## src/rtl/ahb_pkg.sv

```systemverilog
// ahb_pkg: shared AHB-Lite encodings for the master bridge and slave wrapper.
//   - HTRANS codes (T_IDLE/T_BUSY/T_NONSEQ/T_SEQ)
//   - HRESP codes (OKAY/ERROR/RETRY/SPLIT)
//   - HSIZE codes (SZ_BYTE/SZ_HALF/SZ_WORD)
//   - master FSM state encoding
package ahb_pkg;

  localparam logic [1:0] T_IDLE   = 2'b00;
  localparam logic [1:0] T_BUSY   = 2'b01;
  localparam logic [1:0] T_NONSEQ = 2'b10;
  localparam logic [1:0] T_SEQ    = 2'b11;

  localparam logic [1:0] OKAY  = 2'b00;
  localparam logic [1:0] ERROR = 2'b01;
  localparam logic [1:0] RETRY = 2'b10;
  localparam logic [1:0] SPLIT = 2'b11;

  localparam logic [2:0] SZ_BYTE = 3'b000;
  localparam logic [2:0] SZ_HALF = 3'b001;
  localparam logic [2:0] SZ_WORD = 3'b010;

  typedef enum logic [2:0] {
    ST_IDLE  = 3'd0,
    ST_ADDR  = 3'd1,
    ST_DATA  = 3'd2,
    ST_ERR2  = 3'd3,
    ST_RTRY2 = 3'd4
  } mst_state_e;

endpackage

```

## src/rtl/ahb_lite_master.sv

```systemverilog
// ahb_lite_master: single-outstanding AHB-Lite master bridge.
// Turns a valid/ready core request into one NONSEQ single transfer, absorbs
// HREADY wait states and the two-cycle ERROR/RETRY/SPLIT responses, and
// returns one registered response pulse per request. All outputs registered.
//
// Ports:
//   H_clk, H_reset        clock, synchronous active-high reset
//   req_*                 core request (valid/ready, write, size, addr, wdata)
//   resp_*                one-cycle response (valid, err, rdata)
//   H_addr/H_trans/H_write/H_size/H_wdata   AHB master outputs
//   H_ready/H_resp/H_rdata                  AHB slave-mux inputs
//
// Optional: define AHB_MST_TIMEOUT_EN to add a wait-state watchdog that
// aborts a transfer after TIMEOUT_CYC consecutive H_ready=0 cycles.
module ahb_lite_master
  import ahb_pkg::*;
#(
  parameter int ADDR_W      = 32,
  parameter int DATA_W      = 32,
  parameter int TIMEOUT_CYC = 256
) (
  input  logic              H_clk,
  input  logic              H_reset,
  input  logic              req_valid,
  output logic              req_ready,
  input  logic              req_write,
  input  logic [2:0]        req_size,
  input  logic [ADDR_W-1:0] req_addr,
  input  logic [DATA_W-1:0] req_wdata,
  output logic              resp_valid,
  output logic              resp_err,
  output logic [DATA_W-1:0] resp_rdata,
  output logic [ADDR_W-1:0] H_addr,
  output logic [1:0]        H_trans,
  output logic              H_write,
  output logic [2:0]        H_size,
  output logic [DATA_W-1:0] H_wdata,
  input  logic              H_ready,
  input  logic [1:0]        H_resp,
  input  logic [DATA_W-1:0] H_rdata
);

  mst_state_e        r_state, w_state_nxt;
  logic              r_req_ready;
  // Request latch doubles as the AHB address-phase drivers: the address
  // signals only ever carry the latched request, so a retry re-issues it as is.
  logic              r_req_write;
  logic [2:0]        r_req_size;
  logic [ADDR_W-1:0] r_req_addr;
  logic [DATA_W-1:0] r_req_wdata;
  logic [1:0]        r_htrans;
  logic [DATA_W-1:0] r_hwdata;
  logic              r_resp_valid;
  logic              r_resp_err;
  logic [DATA_W-1:0] r_resp_rdata;

  logic w_accept;
  logic w_fire;
  logic w_fire_err;
  logic w_timeout;

  assign w_accept = req_valid & r_req_ready;

  always_comb begin
    w_state_nxt = r_state;
    w_fire      = 1'b0;
    w_fire_err  = 1'b0;
    case (r_state)
      ST_IDLE:  if (w_accept) w_state_nxt = ST_ADDR;
      ST_ADDR:  if (H_ready) w_state_nxt = ST_DATA;
      ST_DATA: begin
        if (H_ready) begin
          // A non-OKAY response with H_ready=1 is a protocol violation;
          // completing it as an error is the safe interpretation.
          w_state_nxt = ST_IDLE;
          w_fire      = 1'b1;
          w_fire_err  = (H_resp != OKAY);
        end else if (H_resp == ERROR) begin
          w_state_nxt = ST_ERR2;
        end else if (H_resp == RETRY || H_resp == SPLIT) begin
          w_state_nxt = ST_RTRY2;
        end
      end
      ST_ERR2: begin
        if (H_ready) begin
          w_state_nxt = ST_IDLE;
          w_fire      = 1'b1;
          w_fire_err  = 1'b1;
        end
      end
      ST_RTRY2: if (H_ready) w_state_nxt = ST_ADDR;
      default:  w_state_nxt = ST_IDLE;
    endcase
    if (w_timeout) begin
      w_state_nxt = ST_IDLE;
      w_fire      = 1'b1;
      w_fire_err  = 1'b1;
    end
  end

  always_ff @(posedge H_clk) begin
    if (H_reset) r_state <= ST_IDLE;
    else         r_state <= w_state_nxt;
  end

  // Registered outputs are computed from the next state so they line up
  // with the state they belong to.
  always_ff @(posedge H_clk) begin
    if (H_reset) begin
      r_req_ready  <= 1'b1;
      r_req_write  <= 1'b0;
      r_req_size   <= '0;
      r_req_addr   <= '0;
      r_req_wdata  <= '0;
      r_htrans     <= T_IDLE;
      r_hwdata     <= '0;
      r_resp_valid <= 1'b0;
      r_resp_err   <= 1'b0;
      r_resp_rdata <= '0;
    end else begin
      if (w_accept) begin
        r_req_write <= req_write;
        r_req_size  <= req_size;
        r_req_addr  <= req_addr;
        r_req_wdata <= req_wdata;
      end
      r_req_ready  <= (w_state_nxt == ST_IDLE);
      r_htrans     <= (w_state_nxt == ST_ADDR) ? T_NONSEQ : T_IDLE;
      r_hwdata     <= (w_state_nxt == ST_DATA && r_req_write) ? r_req_wdata : '0;
      r_resp_valid <= w_fire;
      r_resp_err   <= w_fire_err;
      r_resp_rdata <= (w_fire && !w_fire_err && !r_req_write) ? H_rdata : '0;
    end
  end

`ifdef AHB_MST_TIMEOUT_EN
  localparam int CW = $clog2(TIMEOUT_CYC) + 1;
  localparam logic [CW-1:0] TO_LAST = CW'(TIMEOUT_CYC - 1);

  logic [CW-1:0] r_wait_cnt;
  logic          w_busy;

  assign w_busy    = (r_state != ST_IDLE);
  // Fires on the edge that completes the TIMEOUT_CYC-th consecutive wait.
  assign w_timeout = w_busy && !H_ready && (r_wait_cnt == TO_LAST);

  always_ff @(posedge H_clk) begin
    if (H_reset || !w_busy || H_ready || (w_state_nxt != r_state))
      r_wait_cnt <= '0;
    else
      r_wait_cnt <= r_wait_cnt + 1'b1;
  end
`else
  // No watchdog: never time out. TIMEOUT_CYC is referenced only so the
  // parameter stays part of the interface in this build.
  assign w_timeout = (TIMEOUT_CYC < 0);
`endif

  assign req_ready  = r_req_ready;
  assign resp_valid = r_resp_valid;
  assign resp_err   = r_resp_err;
  assign resp_rdata = r_resp_rdata;
  assign H_addr     = r_req_addr;
  assign H_trans    = r_htrans;
  assign H_write    = r_req_write;
  assign H_size     = r_req_size;
  assign H_wdata    = r_hwdata;

endmodule

```

## config.mk

```make
export PLATFORM = sky130hd
export DESIGN_NAME = ahb_lite_master
export DESIGN_NICKNAME = d
export VERILOG_FILES = /design/src/rtl/ahb_pkg.sv /design/src/rtl/ahb_lite_master.sv
export SDC_FILE = /design/constraint.sdc
export NUM_CORES = 1
export LEC_CHECK = 0
export CORE_UTILIZATION = 28
export CTS_BUF_LIST = sky130_fd_sc_hd__clkbuf_4
export DETAILED_ROUTE_END_ITERATION = 10
export GPL_TIMING_DRIVEN = 0
export PLACE_DENSITY = 0.68
export SYNTH_ARGS = -nofsm -noshare
export SYNTH_HDL_FRONTEND = slang
export SYNTH_SLANG_ARGS = --single-unit
```

## constraint.sdc

```tcl
create_clock -name H_clk -period 1.2 [get_ports H_clk]
set_input_delay 0.24 -clock H_clk [delete_from_list [all_inputs] [get_ports H_clk]]
set_output_delay 0.24 -clock H_clk [all_outputs]
set_load 0.05 [all_outputs]
```

After elaboration in Yosys (flattened, before gate mapping)
Cells that the tools add are included.
{"block": "word_totals", "reg_bits": 140, "output_inout_bits": 105, "in_bits": 106, "word_cells": 48}
{"block": "op_classes", "eq_ne": 9, "n_reduce_logical": 12, "n_bitwise": 3, "muxes": 13}
{"cell": "$mux W3", "count": 7}
{"cell": "$pmux W3 S5", "count": 1}
{"cell": "$eq A3 B2 Y1 const B", "count": 3}
{"cell": "$eq A3 B1 Y1 const B", "count": 2}
{"cell": "$logic_not A3 Y1", "count": 2}
{"cell": "$reduce_or A2 Y1", "count": 3}
{"cell": "$eq A2 B2 Y1 const B", "count": 2}
{"cell": "$eq A3 B3 Y1 const B", "count": 1}
{"cell": "$logic_and A1 B1 Y1", "count": 3}
{"cell": "$mux W1", "count": 3}
{"cell": "$eq A2 B1 Y1 const B", "count": 1}
{"cell": "$logic_not A1 Y1", "count": 2}
{"cell": "$mux W2", "count": 1}
{"cell": "$not A1 Y1", "count": 2}
{"cell": "$pmux W1 S2", "count": 1}
{"cell": "$reduce_bool A2 Y1", "count": 1}
{"cell": "$and A1 B1 Y1", "count": 1}
{"cell": "$logic_or A1 B1 Y1", "count": 1}

Longest topological paths before layout
Gate-level depths: netlist (run 1).
{"block": "depth", "ltp_word": 10, "mapped_depth": 6, "depth_no_buf": 4}

Least setup slack after synthesis (run 1)
OpenSTA, ideal clock, no wires.
{"block": "synth_path", "path_type": "register -> register", "startpoint": "register r_req_ready (netlist: req_ready)", "endpoint": "register r_hwdata[10] (netlist: H_wdata[10])", "setup_ns": 0.117, "required_time_ns": 1.083, "synth_period_minus_slack_ns": 1.700, "path_buffers": 2, "path_slack_ns": -0.500, "t_arrival_ns": 1.583, "path_stages_with_launch": 7, "cell_sequence": "dfxtp_1 and2_1 clkbuf_1 mux2i_1 o32ai_2 buf_2 nor2_1"}
{"block": "synth_via", "elab_chain_len": 7}
{"item": "from (decl)", "line_no": "ahb_lite_master.sv:44", "text": "logic r_req_ready;"}
{"item": "from (signal assigned)", "line_no": "ahb_lite_master.sv:127", "text": "r_req_ready <= (w_state_nxt == ST_IDLE);"}
{"item": "$and A1 B1 Y1", "line_no": "ahb_lite_master.sv:62", "text": "assign w_accept = req_valid & r_req_ready;"}
{"item": "$mux W3", "line_no": "ahb_lite_master.sv:69", "text": "ST_IDLE: if (w_accept) w_state_nxt = ST_ADDR;"}
{"item": "$pmux W3 S5", "line_no": "ahb_lite_master.sv:68", "text": "case (r_state)"}
{"item": "$eq A3 B2 Y1", "line_no": "ahb_lite_master.sv:129", "text": "r_hwdata <= (w_state_nxt == ST_DATA && r_req_write) ? r_req_wdata : '0;"}
{"item": "$logic_and A1 B1 Y1", "line_no": "ahb_lite_master.sv:129"}
{"item": "$not A1 Y1 (no source line)"}
{"item": "$reduce_or A2 Y1 (no source line)"}
{"item": "to (signal assigned)", "line_no": "ahb_lite_master.sv:129"}
{"item": "to (decl)", "line_no": "ahb_lite_master.sv:52", "text": "logic [DATA_W-1:0] r_hwdata;"}
No other way between the ends.
A chain may end at the register's enable or synchronous reset.

Final worst setup path (run 1)
{"block": "layout_path", "startpoint": "register r_state[2]", "endpoint": "register r_resp_rdata[27] (netlist: resp_rdata[27])"}
{"block": "layout_via", "elab_chain_len": 7, "word_cells_on_any_way": 10, "cone_classes": "2 x eq/ne; 2 x mux; 1 x bitwise; 5 x reduce/logical"}
{"item": "from (decl)", "line_no": "ahb_lite_master.sv:43", "text": "mst_state_e r_state, w_state_nxt;"}
{"item": "from (signal assigned)", "line_no": "ahb_lite_master.sv:103", "text": "else r_state <= w_state_nxt;"}
{"item": "$eq A3 B2 Y1", "line_no": "ahb_lite_master.sv:68"}
{"item": "$pmux W1 S2 / $reduce_or A2 Y1 (equally long branches)"}
{"item": "$logic_not A1 Y1 / $mux W1 (equally long branches)"}
{"item": "$logic_and A1 B1 Y1 (*) (2 in series)", "line_no": "ahb_lite_master.sv:132", "text": "r_resp_rdata <= (w_fire && !w_fire_err && !r_req_write) ? H_rdata : '0;"}
{"item": "$not A1 Y1 (no source line) (*)"}
{"item": "$reduce_or A2 Y1 (no source line) (*)"}
{"item": "to (signal assigned)", "line_no": "ahb_lite_master.sv:132"}
{"item": "to (decl)", "line_no": "ahb_lite_master.sv:55", "text": "logic [DATA_W-1:0] r_resp_rdata;"}
Every way passes the cells marked *; elsewhere a longest branch is shown, timed or not.

==> impl_metrics.py, run 1 <==
metrics = {
    "route": {
        "drc": 0,
        "ant_nets": 0,
        "drt_wl_total_um": 13400,
        "vias_per_cell": 4.30,
        "drt_iter0_markers": 142,
        "vias": 4214,
        "avgRoutedWirePerCell_um": 13.7,
        "first_pass_iters": 4,
    },
    "critical_path": {
        "path_max_fanout": 5,
        "critPathKind": "reg2reg",
        "end_kind": "flop",
        "critPathTopFamily": "simple AND/OR/NAND/NOR gates",
        "reg2reg_slack_ns": -0.22,
        "critPathBufInv": 2,
        "critPathSlowestCell": "dfxtp_4",
        "worstPathRequired_ns": 1.66,
        "reg2reg_from": "r_state[2]",
        "start_kind": "flop",
        "crit_path_cell_trace": "and2b_1, o31a_1, nor3b_4, buf_6, buf_8, and2_4",
        "ff2ff_path_depth": 6,
        "reg2reg_to": "resp_rdata[27]",
        "cpPeakStageDelay_ns": 0.40,
        "cp_num_cells": 6,
        "arrival_ns": 1.89,
    },
    "worst_hold_path": {
        "hold_depth": 3,
        "whs_endpoint": "H_trans[1]",
        "hp-class": "in2reg",
        "hold_start": "H_reset",
    },
    "clock_tree": {
        "cts_buffer_depth": 2,
        "h-tree-depth": 4,
        "clk_latency_ns": 0.52,
        "cts_made_buffers": 17,
        "cts_tree": "done",
        "cts_root_buf": "clkbuf_4",
        "clk_pin_slew_ns": 0.13,
        "clock_sinks": 139,
    },
    "flow_run": {
        "max-cap-violations": 0,
    },
    "sta": {
        "rsz0062_at_grt": "yes",
        "slew_headroom_pct": 63.2,
        "worst_clock_skew_ns": 0.0177,
        "drv_slew": 0,
        "fmax_ghz": 0.704,
        "setup_slack_ns": -0.220,
        "finalCritPeriodShare_pct": 118,
        "layout_min_cycle_time_ns": 1.42,
        "fin_setup_tns_ns": -17.07,
        "hold_violations": 0,
        "setup_viol": 171,
        "worst_pin_slew_ns": 0.551,
    },
    "cells_and_area": {
        "diodes": 0,
        "area_growth_pct": 80.0,
        "stdcell_count": 980,
        "stdcell_area_um2": 8160,
        "final_nets": 857,
        "drive_gt1_share_pct": 41.1,
    },
    "global_route": {
        "grt_overflow": 0,
        "grt_max_degree": 17,
        "grt_pass1_wl_um": 19800,
        "antenna_found_initial": 0,
        "track_usage_pct": 15.8,
        "first_global_vias": 3942,
    },
    "floorplan": {
        "rows": 46,
        "die_x_um": 129,
        "start_util_pct": 28.6,
        "die_area_um2": 16700,
        "coreArea_um2": 15800,
        "chipHeight_um": 129,
        "io_pins": 211,
    },
    "run_status": {
        "violations": "negative setup slack",
        "outcome": "finished, violations left",
    },
    "logic_synthesis": {
        "synthCells": 508,
        "syn_area_per_cell_um2": 8.92,
        "synth_seq_cells": 139,
        "async_flop_share_pct": 0,
        "synthMostInstantiatedCell": "dfxtp_1",
        "yosys-top-cells-count": "dfxtp_1, nand2_1, a21oi_1, and2_1, nor2_1",
        "synth_cell_types": 28,
        "syn_nets": 614,
        "synth_top_cell_by_area": "dfxtp_1",
        "synthDominantCellAreaShare_pct": 61.4,
        "synth_edf_count": 0,
        "yosys_warnings": 0,
        "synthTopCellsByArea": "dfxtp_1, nand2_1, a21oi_1",
        "synth_seq_area_share_pct": 61.4,
        "netlist_area_um2": 4530,
        "synthFlopType": "dfxtp_1",
    },
    "place": {
        "io_buffers": 208,
        "dpl.hpwl_um": 8900,
        "place_ws_ns": -0.958,
        "dp.cells": 932,
        "gp_congestion": 0.743,
        "placed_cell_area_um2": 6920,
    },
    "pwr": {
        "p_leak_uw": 0.00328,
        "power.total_uw": 9900,
        "p_per_area_nw_per_um2": 1210,
        "vdd_ir_drop_max_v": 0.00127,
    },
}
-- cell usage in the layout (no fill, tap or decap), types with 2 or more instances in the layout --
master / count
a21oi_1: 65
a21oi_2: 4
a31oi_1: 2
and2_1: 24
and2_4: 12
buf_1: 2
buf_2: 7
buf_4: 18
buf_6: 19
buf_8: 101
bufinv_16: 2
clkbuf_1: 5
clkbuf_2: 7
clkbuf_4: 18
clkdlybuf4s50_1: 104
clkinv_4: 3
clkinvlp_4: 3
dfxtp_1: 33
dfxtp_2: 104
dfxtp_4: 2
inv_1: 2
inv_6: 4
nand2_1: 136
nand4_1: 32
nor2_1: 34
nor2b_1: 2
o31a_1: 2
-- through the flow --
stage | hold slack [ns] | utilization (%)
5_1_grt | 0.0432 | 51.6
3_5_place_dp | 0.446 | 43.7
3_3_place_gp | 0.440 | 43.7
4_1_cts | 0.0195 | 50.2
2_1_floorplan | 0.309 | -
6_report | 0.0774 | 51.6
-- registers in the layout, indices dropped and copies added (netlist names) --
register	flops
req_ready	1
resp_err	1
r_state	3
H_wdata	32
H_write	1
H_size	3
H_addr	32
H_trans	1
resp_rdata	32
resp_valid	1
r_req_wdata	32
-- layer usage --
| metal | GRT usage (%) | part of all wire [%] | wire [um] |
|---|---|---|---|
| met5 | 0 | 0 | 0 |
| met2 | 28.8 | 52 | 6910 |
| met3 | 7.02 | 8.9 | 1190 |
| met4 | 4.64 | 1.3 | 169 |
| met1 | 16.2 | 38 | 5140 |
-- repair_timing --
item | 4_1_cts | 5_1_grt
hold buffers | 1 | 0
setup endpoints to repair | 240 | 228
buffers inserted | 9 | 4
pin swaps | 5 | 2
resized for setup | 934 | 76
gates cloned | 3 | 0
endpoints found under the hold margin | 1 | 0
-- layout make-up --
class	instances	area (um^2)
fillers	1466	7670
flip-flops and latches	139	2920
repair buffers	225	2720
multi-input cells	327	1660
plain buffers	39	290
well taps	216	270
clock inverters	14	160
clock buffers	18	135
inverters	2	7.51
-- power by group --
group	leakage [uW]	switching, uW	internal [uW]
combinational	0.00195	945	878
sequential	0.00118	131	4810
clock	0.000152	1830	1300
total	0.00328	2910	6990
-- kinds of logic (layout without fill, tap and decap cells) --
kind of cell,Yosys count,in the layout,share of synthesized area (%)
AND/OR/NAND/NOR,249,249,25.4
flip-flops,139,139,61.4
AO/OA/AOI/OAI,76,76,8.92
buffers and inverters,42,298,4.03
other,1,1,0.0827
multiplexers,1,1,0.221
-- worst reg2reg max path: stages (launching register included) --
cell and delay (ns):
dfxtp_4 0.40, and2b_1 0.20, o31a_1 0.14, nor3b_4 0.24, buf_6 0.17, buf_8 0.11
and2_4 0.13
-- worst max-delay path by stage --
stage	from	end	slack, ns
2_1_floorplan	req_ready	H_wdata[10]	-0.19
3_3_place_gp	H_ready	H_wdata[1]	-0.97
3_5_place_dp	H_ready	H_wdata[1]	-0.96
4_1_cts	r_state[2]	resp_rdata[17]	-0.20
5_1_grt	r_state[2]	resp_rdata[27]	-0.30
6_report	r_state[2]	resp_rdata[27]	-0.22
No activity file was read; power rests on OpenSTA's default activity.
==> run 2: changes to the inputs <==
--- a/config.mk
+++ b/config.mk
@@ -10,6 +10,7 @@
 export DETAILED_ROUTE_END_ITERATION = 10
 export GPL_TIMING_DRIVEN = 0
 export PLACE_DENSITY = 0.68
+export REMOVE_ABC_BUFFERS = 1
 export SYNTH_ARGS = -nofsm -noshare
 export SYNTH_HDL_FRONTEND = slang
 export SYNTH_SLANG_ARGS = --single-unit
==> impl_metrics.py, run 2 (synthesis gave the netlist of run 1 again) <==
metrics = {
    "critical_path": {
        "setup.worst_path.end": "H_wdata[17]",
        "ff2ff_path_depth": 7,
        "reg2reg_slack_ns": -0.23,
        "cp_num_cells": 7,
        "reg2reg_to": "H_wdata[17]",
        "critPathTopFamily": "buffers and inverters",
        "end_kind": "flop",
        "reg2reg_from": "req_ready",
        "critPathBufInv": 3,
        "cp-startpoint": "req_ready",
        "path_max_fanout": 6,
        "critPathKind": "reg2reg",
        "crit_path_cell_trace": "and2_4, buf_12, mux2i_4, o32ai_4, buf_6, buf_16, nor2_2",
        "start_kind": "flop",
        "worstPathRequired_ns": 1.67,
        "cpPeakStageDelay_ns": 0.38,
        "arrival_ns": 1.90,
        "critPathSlowestCell": "dfxtp_4",
    },
    "route": {
        "drt_iter0_markers": 208,
        "avgRoutedWirePerCell_um": 16.3,
        "wl_met1_um": 6360,
        "drc": 0,
        "wl_met3_um": 1140,
        "vias": 4355,
        "drt_wl_total_um": 15700,
        "ant_nets": 0,
        "dr.max_layer_used": "met4",
        "vias_per_cell": 4.52,
        "first_pass_iters": 4,
        "wl_met2_um": 8010,
    },
    "global_route": {
        "track_usage_pct": 17.1,
        "grt_pass1_wl_um": 21500,
        "grt_overflow": 0,
        "first_global_vias": 4058,
        "grt_max_degree": 75,
        "antenna_found_initial": 1,
    },
    "sta": {
        "hold_ws_ns": 0.222,
        "slew_headroom_pct": 42.8,
        "finalCritPeriodShare_pct": 119,
        "setup_viol": 176,
        "rsz0062_at_grt": "yes",
        "worst_pin_slew_ns": 0.858,
        "fmax_ghz": 0.699,
        "setup_slack_ns": -0.231,
        "layout_min_cycle_time_ns": 1.43,
        "worst_clock_skew_ns": 0.0110,
        "hold_violations": 0,
        "drv_slew": 0,
    },
    "pwr": {
        "power.total_uw": 9960,
        "p_leak_uw": 0.00330,
        "vdd_ir_drop_max_v": 0.000635,
        "p_per_area_nw_per_um2": 1210,
    },
    "clock_tree": {
        "cts-hold-fix-buffers": 0,
        "cts_root_buf": "clkbuf_4",
        "cts_tree": "done",
        "h-tree-depth": 4,
        "cts_buffer_depth": 2,
        "clk_pin_slew_ns": 0.12,
        "cts_made_buffers": 17,
        "clk_latency_ns": 0.54,
        "clock_sinks": 139,
    },
    "place": {
        "place_ws_ns": -1.65,
        "dpl.hpwl_um": 8000,
        "dp.cells": 896,
        "io_buffers": 209,
        "placed_cell_area_um2": 6810,
        "gp_congestion": 0.682,
    },
    "floorplan": {
        "die_area_um2": 16700,
        "die_x_um": 129,
        "start_util_pct": 28.6,
        "io_pins": 211,
        "chipHeight_um": 129,
        "rows": 46,
        "coreArea_um2": 15800,
    },
    "flow_run": {
        "max-cap-violations": 0,
    },
    "cells_and_area": {
        "final_cell_mix": "nand2_1, clkdlybuf4s50_1, dfxtp_2",
        "final_common_cell": "nand2_1",
        "seqCellArea_um2": 2930,
        "stdcell_area_um2": 8240,
        "multi_input_area_um2": 1760,
        "stdcell_count": 964,
        "final_nets": 840,
        "drive_gt1_share_pct": 40.0,
        "fillCellCount": 1393,
        "area_growth_pct": 81.8,
    },
    "run_status": {
        "violations": "negative setup slack",
        "outcome": "finished, violations left",
    },
    "worst_hold_path": {
        "hp-class": "in2reg",
    },
}
run 2: cell type report:
type	instances	share of cell area (%)
Antenna cell	1	0.0304
Clock buffer	18	1.64
Clock inverter	14	1.56
Inverter	2	0.0911
Multi-Input combinational cell	333	21.3
Sequential cell	139	35.5
Tap cell	216	3.28
Timing Repair Buffer	241	36.6
run 2: power by group:
| part | internal (uW) | switching (uW) |
|---|---|---|
| registers | 4810 | 129 |
| clock network | 1230 | 1710 |
| logic | 980 | 1100 |
run 2: timing repair:
action,in CTS,in global routing
pin swaps,8,16
gates resized for setup,734,250
setup buffers,19,5
endpoints found under the setup margin,242,240
hold endpoints to repair,0,0
cloned,6,7
run 2: through the flow:
stage                     TNS (ns)  utilization, %
final                       -18.03            52.1
after global routing        -32.19            52.1
after CTS                   -31.99            46.9
after detailed placement   -170.81            43.0
after global placement     -419.85            42.5
after floorplan            -158.89               -
run 2: worst min-delay path by stage:
stage,start,to,slack (ns),cells after the start
3_3_place_gp,r_req_wdata[31],H_wdata[31],0.43,2
5_1_grt,H_rdata[19],resp_rdata[19],0.16,2
3_5_place_dp,r_req_wdata[31],H_wdata[31],0.44,2
2_1_floorplan,H_reset,H_addr[0],0.31,1
4_1_cts,req_addr[19],H_addr[19],0.17,3
6_report,req_addr[19],H_addr[19],0.22,3
run 2: tightest hold or removal path, cell delays in order:
cell and delay (ns):
clkdlybuf4s50_1 0.39, nand2_1 0.05, a21oi_1 0.05
run 2: metal layers:
layer / GRT usage [%] / vias to the layer above
li1: - / 2127
met1: 19.8 / 2043
met2: 29.5 / 167
met3: 5.57 / 18
met4: 6.16 / 0
met5: 0 / -
